File: config.mk
export PLATFORM = sky130hd
export DESIGN_NAME = fetch_queue
export DESIGN_NICKNAME = d
export VERILOG_FILES = /design/src/rtl/fetch_queue.sv
export SDC_FILE = /design/constraint.sdc
export NUM_CORES = 1
export LEC_CHECK = 0
export ABC_AREA = 1
export CORE_ASPECT_RATIO = 1.5
export CORE_UTILIZATION = 30
export CTS_CLUSTER_SIZE = 8
export DETAILED_ROUTE_END_ITERATION = 10
export PLACE_DENSITY = 0.51
export SYNTH_ARGS = -nofsm -noshare
export SYNTH_HDL_FRONTEND = slang
export SYNTH_SLANG_ARGS = --single-unit
export TNS_END_PERCENT = 100
File: constraint.sdc
create_clock -name clk -period 17 [get_ports clk]
set_clock_uncertainty 0.2 [all_clocks]
set_input_delay 2.55 -clock clk [delete_from_list [all_inputs] [get_ports clk]]
set_output_delay 2.55 -clock clk [all_outputs]
set_load 0.05 [all_outputs]
File: src/rtl/fetch_queue.sv
// Sequential-PC fetch front end: in-order imem responses are buffered with their PCs and handed to decode.
// Fill latency is 2 cycles with 1-cycle memory (1 with FQ_BYPASS_EN); decode stalls hold the head and throttle requests by credit.
module fetch_queue #(
  parameter int          DEPTH     = 4,
  parameter int          MAX_OUTST = 2,
  parameter logic [63:0] RESET_PC  = 64'h0
) (
  input  logic                   clk,
  input  logic                   rst,
  output logic                   imem_req_valid,
  input  logic                   imem_req_ready,
  output logic [63:0]            imem_req_addr,
  input  logic                   imem_rsp_valid,
  input  logic [31:0]            imem_rsp_instr,
  input  logic                   redirect_valid,
  input  logic [63:0]            redirect_pc,
  output logic                   out_valid,
  input  logic                   out_ready,
  output logic [31:0]            out_instr,
  output logic [63:0]            out_pc,
  output logic [$clog2(DEPTH):0] count,
  output logic                   rsp_err
);

  localparam int AW = $clog2(DEPTH);
  localparam int CW = AW + 1;
  localparam int OW = $clog2(MAX_OUTST + 1);
  localparam int SW = (MAX_OUTST > 1) ? $clog2(MAX_OUTST) : 1;

  logic [63:0]   fetch_pc_q, fetch_pc_d;
  logic [OW-1:0] outst_q, outst_d;
  logic [OW-1:0] drop_q, drop_d;
  logic          rsp_err_q, rsp_err_d;
  logic [CW-1:0] count_q, count_d;
  logic [AW-1:0] rd_ptr_q, rd_ptr_d;
  logic [AW-1:0] wr_ptr_q, wr_ptr_d;
  logic [SW-1:0] sh_rd_q, sh_rd_d;
  logic [SW-1:0] sh_wr_q, sh_wr_d;

  logic [31:0]   instr_mem_q [DEPTH];
  logic [63:0]   pc_mem_q    [DEPTH];
  logic [63:0]   shadow_q    [MAX_OUTST];

  logic          req_fire;
  logic          rsp_any;
  logic          rsp_drop;
  logic          rsp_keep;
  logic          fifo_vld;
  logic          byp_vld;
  logic          push;
  logic          pop;
  int            live;

  function automatic logic [SW-1:0] sh_next(input logic [SW-1:0] p);
    return (int'(p) == MAX_OUTST - 1) ? '0 : p + SW'(1);
  endfunction

  // Live credit excludes responses already condemned by a redirect.
  always_comb begin
    live           = int'(outst_q) - int'(drop_q);
    imem_req_valid = rst && !redirect_valid && (int'(outst_q) < MAX_OUTST)
                     && (int'(count_q) + live < DEPTH);
    imem_req_addr  = fetch_pc_q;
    req_fire       = imem_req_valid && imem_req_ready;

    rsp_any  = imem_rsp_valid && (outst_q != '0);
    rsp_drop = rsp_any && (redirect_valid || (drop_q != '0));
    rsp_keep = rsp_any && !rsp_drop;
    fifo_vld = (count_q != '0);
`ifdef FQ_BYPASS_EN
    byp_vld  = rsp_keep && !fifo_vld;
`else
    byp_vld  = 1'b0;
`endif

    out_valid = fifo_vld || byp_vld;
    out_instr = 32'h0;
    out_pc    = 64'h0;
    if (fifo_vld) begin
      out_instr = instr_mem_q[rd_ptr_q];
      out_pc    = pc_mem_q[rd_ptr_q];
    end else if (byp_vld) begin
      out_instr = imem_rsp_instr;
      out_pc    = shadow_q[sh_rd_q];
    end

    pop  = fifo_vld && out_ready && !redirect_valid;
    push = rsp_keep && !(byp_vld && out_ready);
  end

  always_comb begin
    fetch_pc_d = fetch_pc_q;
    outst_d    = outst_q;
    drop_d     = drop_q;
    rsp_err_d  = rsp_err_q || (imem_rsp_valid && (outst_q == '0));
    count_d    = count_q;
    rd_ptr_d   = rd_ptr_q;
    wr_ptr_d   = wr_ptr_q;
    sh_rd_d    = sh_rd_q;
    sh_wr_d    = sh_wr_q;

    if (rsp_any) begin
      outst_d = outst_q - OW'(1);
      sh_rd_d = sh_next(sh_rd_q);
    end

    // Everything still in flight after this edge belongs to the old path.
    if (redirect_valid) begin
      fetch_pc_d = redirect_pc;
      drop_d     = outst_d;
      count_d    = '0;
      rd_ptr_d   = '0;
      wr_ptr_d   = '0;
    end else begin
      if (rsp_drop) begin
        drop_d = drop_q - OW'(1);
      end
      if (req_fire) begin
        outst_d    = outst_d + OW'(1);
        fetch_pc_d = fetch_pc_q + 64'd4;
        sh_wr_d    = sh_next(sh_wr_q);
      end
      if (push) begin
        wr_ptr_d = wr_ptr_q + AW'(1);
      end
      if (pop) begin
        rd_ptr_d = rd_ptr_q + AW'(1);
      end
      count_d = count_q + CW'(push) - CW'(pop);
    end
  end

  always_ff @(posedge clk or negedge rst) begin
    if (!rst) begin
      fetch_pc_q <= RESET_PC;
      outst_q    <= '0;
      drop_q     <= '0;
      rsp_err_q  <= 1'b0;
      count_q    <= '0;
      rd_ptr_q   <= '0;
      wr_ptr_q   <= '0;
      sh_rd_q    <= '0;
      sh_wr_q    <= '0;
    end else begin
      fetch_pc_q <= fetch_pc_d;
      outst_q    <= outst_d;
      drop_q     <= drop_d;
      rsp_err_q  <= rsp_err_d;
      count_q    <= count_d;
      rd_ptr_q   <= rd_ptr_d;
      wr_ptr_q   <= wr_ptr_d;
      sh_rd_q    <= sh_rd_d;
      sh_wr_q    <= sh_wr_d;
    end
  end

  // Storage needs no reset: outputs are gated by occupancy.
  always_ff @(posedge clk) begin
    if (push) begin
      instr_mem_q[wr_ptr_q] <= imem_rsp_instr;
      pc_mem_q[wr_ptr_q]    <= shadow_q[sh_rd_q];
    end
    if (req_fire) begin
      shadow_q[sh_wr_q] <= fetch_pc_q;
    end
  end

  assign count   = count_q;
  assign rsp_err = rsp_err_q;

endmodule

==> results.md <==
* Number of buffer and inverter instances along the worst setup path at 3
* Crit path max-delay cell type: sky130_fd_sc_hd__clkdlybuf4s50_1
* Number of DRC violations after detailed routing at 0
* TritonCTS Buffers at 83
* Cell types occupying the most area after synthesis: sky130_fd_sc_hd__edfxtp_1 62%, sky130_fd_sc_hd__nand2_1 8.1%, sky130_fd_sc_hd__dfrtp_1 7.8%
* Final weighted congestion in routability-driven placement at 0.9494
* Transition time of the tightest slew-check pin at around 1100 ps
* GR Util All Layers at 0.1798
* CTS max path bufs at 3
* 1st-pass router iterations at 5
* Via count at 17.54k
* Summed instance area of the synthesized netlist at 24990 sq um
* Largest net degree at the start of global routing at ~100
* Critical path peak fanout at between 70 and 80
* Post-route fraction of the period consumed by the critical path at 0.4351
* Row count at 129
* Longest individual stage delay on the worst path at just over 800 ps
* P_leak at ~11 nW
* Top cell type's share of synthesized area at 0.6152
* Via count of the first global-routing pass at 17.67k
* Status: complete, no violations
* Initial Util at 0.3030
* Ordered list of cells on the worst path: buf_4 > nand3_1 > a21oi_1 > nand2_1 > inv_2 > clkdlybuf4s50_1
* Synth Instances at 2343
* Number of failing hold endpoints at the final stage at 0
* Count of hold buffers inserted by post-cts repair at 0
* RSZ-0062 raised after global routing: false
* Average wire per standard cell at 20.25 um
* Net Count, Synth at 2458
* Post-synthesis average cell area at 10.67 sq um
* Routed wire length at 76200 um
* Data arrival time of the critical path at 4650 ps
* Width of the die at between 200 and 250 um
* Post-synthesis sequential area ratio at 0.6933
* Violation count after the first detailed-routing iteration at 1081
* Post-DRT Antenna Nets at 0
* Post-cts repair resize count at 0
* Worst-case hold slack at 268.6 ps
* Number of I/O port buffers at 267
* Final period demand of the worst path at ~7400 ps
* Number of antenna diodes at 0
* Number of max-cap violations at 0
* Final setup vio count at 0
* Type of the worst setup path: primary input to primary output
* Final #Nets at between 2k and 3k
* Area after detailed placement at ~29000 sq um
* Cell type contributing the most total cell area after synthesis: sky130_fd_sc_hd__edfxtp_1
* Final Max Slew Viols at 0
* Standard cell core area at around 82000 sq um
* # Post-CTS Setup Buffers at 0
* Sort of element at the start of the critical path: primary input
* Post-CTS clock slew at the launch and capture registers of the worst setup and hold paths at around 60 ps
* Die area at 84490 sq um
* YS warnings at 0
* Clk Latency, worst-skew pair at 630 ps
* Final cell area excluding filler cells at approximately 31000 sq um
* TritonCTS clock tree: built
* Y dimension of the die at ~360 um
* DPL Wire Length at just under 50000 um
* Average via count per standard cell at 4.663
* Kind of path behind the tightest hold check: flip-flop to flip-flop
* Number of antenna violations at the first check in global routing at 1
* Number of H-tree levels at 3
* Area growth from synthesis to layout at 24.71%
* Total global routing overflow at 0
* Required time of the worst setup path at between 10000 and 15000 ps
* Boundary Pins at 268
* Max Freq at 135.2 MHz
* Worst IR drop on VDD at 0.1014 mV
* CTS Sinks at 590
* Dominant delay contributor by cell family on the critical path: buffers and inverters
* First-pass GRT wire length at 112200 um
* Seq cells post-synth at 590
* Normalized max-slew margin at 0.2586
* Share of cells above drive strength 1 at 0.05587
* Number of distinct library cell variants in the gate-level netlist after synthesis at 35
* Root buffer cell: sky130_fd_sc_hd__clkbuf_16
* Category of the worst setup path capture point: primary output
* Pwr/cell area at 163.7 nW/um^2
* Setup TNS Final at 0 ps
-- cell type report --
type / instances / area [sq um]
clock inverters: 6 / 106.4
well taps: 1113 / 1393
multi-input cells: 1542 / 6870
fillers: 8069 / 51310
repair buffers: 291 / 2845
flip-flops and latches: 590 / 17340
clock buffers: 116 / 2222
inverters: 104 / 395.4
-- logic make-up (layout without fill, tap and decap cells) --
| group | after synthesis | after routing | share of synthesized area |
|---|---|---|---|
| xor+xnor | 46 | 46 | 0.01612 |
| fa+ha+maj | 13 | 13 | 0.007109 |
| simple gates | 1136 | 1136 | 0.1786 |
| buf+inv | 211 | 517 | 0.03379 |
| compound gates | 347 | 347 | 0.07104 |
| flops | 590 | 590 | 0.6933 |
-- cells in the final DEF, fill, tap and decap left out, types with 25 or more instances in the layout --
cell type / n
sky130_fd_sc_hd__a21oi_1: 101
sky130_fd_sc_hd__buf_4: 25
sky130_fd_sc_hd__clkbuf_1: 32
sky130_fd_sc_hd__clkbuf_16: 84
sky130_fd_sc_hd__clkdlybuf4s50_1: 265
sky130_fd_sc_hd__dfrtp_1: 75
sky130_fd_sc_hd__edfxtp_1: 512
sky130_fd_sc_hd__inv_1: 97
sky130_fd_sc_hd__nand2_1: 540
sky130_fd_sc_hd__nand3_1: 64
sky130_fd_sc_hd__nor2_1: 492
sky130_fd_sc_hd__o21ai_0: 229
-- worst reg2reg max path, cell delays in order, from the launching register on --
cell and delay, ps:
sky130_fd_sc_hd__dfrtp_1 400, sky130_fd_sc_hd__inv_1 80, sky130_fd_sc_hd__ha_1 200, sky130_fd_sc_hd__nor2_1 430
sky130_fd_sc_hd__nand3_1 590, sky130_fd_sc_hd__nor2_4 220, sky130_fd_sc_hd__buf_4 730, sky130_fd_sc_hd__buf_4 760
-- power by group --
group | internal (W) | leakage [nW] | switching, W
combinational | 0.000470 | 4.47 | 0.00128
clock | 0.000900 | 1.12 | 0.000599
sequential | 0.00174 | 5.57 | 0.000112
total | 0.00311 | 11.2 | 0.00199
-- routing by layer --
layer / GRT usage / part of all wire / vias to the layer above
met3: 0.03138 / 0.051 / 140
met5: 0 / 0 / -
met1: 0.2154 / 0.41 / 8447
met2: 0.3093 / 0.50 / 530
li1: - / - / 8427
met4: 0.09045 / 0.044 / 0
-- per-stage QoR --
stage                     cells  power [W]  worst slack [ps]    util
final                      3762   0.005101              9604  0.3779
after global placement     3640   0.003642              9446  0.3497
after detailed placement   3640   0.003662              9448  0.3497
after CTS                  3762   0.005185              9445  0.3779
after global routing       3762   0.005345              9347  0.3779
after floorplan            2343   0.002969              9020       -
-- flip-flops by register name (all words and copies together) (netlist names) --
name and flops:
count 3, drop_q 2, imem_req_addr 64, instr_mem_q 128, outst_q 2, pc_mem_q 256, rd_ptr_q 2, rsp_err 1
sh_rd_q 1, sh_wr_q 1, shadow_q 128, wr_ptr_q 2
-- worst paths after layout --
kind | start | endpoint | slack, ps | cells after the start
setup / recovery | rst | imem_req_valid | 9600 | 6
hold / removal | rsp_err | rsp_err | 270 | 1
setup reg to reg | outst_q[1] | instr_mem_q[0][7] | 12980 | 7
hold reg to reg | rsp_err | rsp_err | 270 | 1
max in group asynchronous | rst | rd_ptr_q[0] | 13870 | 1
min in group asynchronous | rst | count[2] | 1880 | 1
-- synthesized netlist by cell type --
library cell and number:
sky130_fd_sc_hd__clkbuf_1 71, sky130_fd_sc_hd__xor2_1 23, sky130_fd_sc_hd__buf_6 2, sky130_fd_sc_hd__o21bai_1 1, sky130_fd_sc_hd__dfrtp_1 78, sky130_fd_sc_hd__nor3b_1 1, sky130_fd_sc_hd__o21ai_0 229, sky130_fd_sc_hd__buf_2 30
sky130_fd_sc_hd__a21oi_1 101, sky130_fd_sc_hd__nor3_4 1, sky130_fd_sc_hd__nand2_4 1, sky130_fd_sc_hd__a21o_1 1, sky130_fd_sc_hd__o211ai_1 13, sky130_fd_sc_hd__o22ai_1 1, sky130_fd_sc_hd__nor3_2 1, sky130_fd_sc_hd__edfxtp_1 512
sky130_fd_sc_hd__nand3_1 64, sky130_fd_sc_hd__nand3b_1 5, sky130_fd_sc_hd__xnor2_1 23, sky130_fd_sc_hd__inv_1 97, sky130_fd_sc_hd__nand2_2 3, sky130_fd_sc_hd__inv_2 7, sky130_fd_sc_hd__or2_1 1, sky130_fd_sc_hd__buf_1 4
sky130_fd_sc_hd__ha_1 11, sky130_fd_sc_hd__nand3_2 1, sky130_fd_sc_hd__o21ai_1 1, sky130_fd_sc_hd__nand4_1 7, sky130_fd_sc_hd__nor2_1 498, sky130_fd_sc_hd__nor3_1 4, sky130_fd_sc_hd__or2_2 1, sky130_fd_sc_hd__fa_1 2
sky130_fd_sc_hd__nor2_2 6, sky130_fd_sc_hd__nand2_1 540, sky130_fd_sc_hd__nor2_4 2
Note: power is estimated with default switching activity, not from simulation.
==> variant (same flow settings) <==
Add a define of `FQ_BYPASS_EN`.
--- a/src/rtl/fetch_queue.sv
+++ b/src/rtl/fetch_queue.sv
@@ -1,5 +1,7 @@
 // Sequential-PC fetch front end: in-order imem responses are buffered with their PCs and handed to decode.
 // Fill latency is 2 cycles with 1-cycle memory (1 with FQ_BYPASS_EN); decode stalls hold the head and throttle requests by credit.
+`define FQ_BYPASS_EN
+
 module fetch_queue #(
   parameter int          DEPTH     = 4,
   parameter int          MAX_OUTST = 2,
Behaviour: not the same (a bounded check fails within 4 cycles, from zero or initial values and one cycle with rst low).
==> variant against the original RTL <==
- sequential cell count stayed put
- routed wire length is 5.3% higher
- cell area is 2.0% higher
- utilization is 0.34 points lower
- area after synthesis is 2.7% higher
- power is 2.1% lower
- final cell count is 0.58% higher
- largest cell class unchanged
- die area is 2.7% higher
- setup slack worse by 1400 ps
- largest power group unchanged
==> variant: results (changes against the original RTL) <==
[run_status]
outcome=completed

[synth]
synth_edf_count=512  ; unchanged
post_synth.cell_area_avg_um2=10.9  ; +2.0%
yosysMostFrequentCell=nand2_1
synth_fp_nets=2473  ; +0.61%
synth.area.top_cells=edfxtp_1 60%, nand2_1 13%, dfrtp_1 7.6%, nand3_1 4.3%, a32o_1 3.8%
synth_cell_type_count=40  ; +14%
yosysSeqAreaShare=0.675  ; -0.0181
async_flop_share=0.132  ; unchanged
yosys-top-cells-count=860 x nand2_1, 512 x edfxtp_1, 218 x nand3_1
ys.warnings.count=0  ; unchanged

[setup_path]
cp.arrival_ps=6040  ; +1390 ps
critical_path.top_delay_family=buffers and inverters
path_max_fanout=69  ; -13%
r2r_setup_slack_ps=12420  ; -560 ps
worst_path_max_delay_cell=clkdlybuf4s50_1
crit_path_max_incr_delay_ps=810  ; about the same

[clock_network]
cts_resized=0  ; unchanged
clk_pin_slew_worst_paths_ps=50
cts_made_buffers=84  ; +1.2%
clock_path_buffers=3  ; unchanged
root_buffer=clkbuf_16
htree_levels=3  ; unchanged
cts_setup_buffers=0  ; unchanged
insertion_delay_ps=650  ; +20 ps

[cells_and_area]
fin_nets=2729  ; +0.073%
drive_gt1_frac=0.0599  ; +0.00406
reg.largest.list=pc_mem_q: 256 flops, instr_mem_q: 128 flops, shadow_q: 128 flops

[pwr]
power_leakage_nw=11.6  ; +3.9%
vdd_drop_max_v=0.000100  ; -1.1%

[grt]
antenna_found_initial=4  ; +3
grt_first_pass_wirelength_um=117000  ; +4.4%
grt_max_degree=100  ; -3.8%
track_usage=0.185  ; +0.00486

[sta]
finalHoldViolations=0  ; unchanged
worstMarginPinSlew_ps=1190  ; +75.9 ps
fin_hold_ws_ps=258  ; -10.4 ps

[placement]
globalplace.congestion=0.904  ; -4.8%
port_buffers=267  ; unchanged
place_inst=3658  ; +0.49%
hpwl_um=53600  ; +9.4%

[route]
drtIter0Drc=1231  ; +14%
vias=18500  ; +5.3%
drt_first_pass_iters=5  ; unchanged
drt_wl_total_um=80300  ; +5.3%
routedWlPerCell_um=21.2  ; +4.7%

[min_path]
hold_class=flop to flop

==> variant: cell type report <==
cell class	count	area (um^2)
antenna	1	2.50
clock buffer	120	2310
clock inverter	5	58.8
fill	8358	53100
inverter	135	518
multi-input combinational	1514	7330
sequential	590	17300
tap	1130	1410
timing repair buffer	289	2830
==> variant: worst paths after layout <==
kind,startpoint,endpoint,depth (start not counted)
max,redirect_valid,out_instr[25],8
max reg2reg,outst_q[0],shadow_q[1][50],11
max in group asynchronous,rst,rd_ptr_q[0],2
min,rsp_err,rsp_err,1
min reg2reg,rsp_err,rsp_err,1
min in group asynchronous,rst,imem_req_addr[51],1
==> variant: cells by family after synthesis <==
kind of cell	Yosys count	synth area share
AOI/OAI and AO/OA	223	0.0644
xor gates and xnor gates	48	0.0164
adders and majority gates	13	0.00692
buffers and inverters	254	0.0415
DFF	590	0.675
and+or+nand+nor	1230	0.196
==> variant: per-stage QoR <==
stage / setup slack, ps / instance area (um^2)
5_1_grt: 7980 / 31800
3_3_place_gp: 8320 / 29400
3_5_place_dp: 8200 / 29400
4_1_cts: 8180 / 31800
2_1_floorplan: 9130 / 25700
6_report: 8210 / 31800
==> variant: power by group <==
part	total (mW)	internal [mW]	leakage, nW	switching, mW
Combinational	1.64	0.474	4.88	1.17
Clock	1.52	0.927	1.15	0.594
Sequential	1.83	1.73	5.57	0.100
Total	5.00	3.13	11.6	1.86
==> variant: routing by layer <==
metal	share of wire	track usage	up-vias	routed length (um)
met2	0.51	0.323	578	40700
li1	-	-	8642	-
met4	0.047	0.0927	2	3740
met1	0.40	0.217	9086	32000
met3	0.047	0.0288	164	3750
met5	0.00016	0	-	13
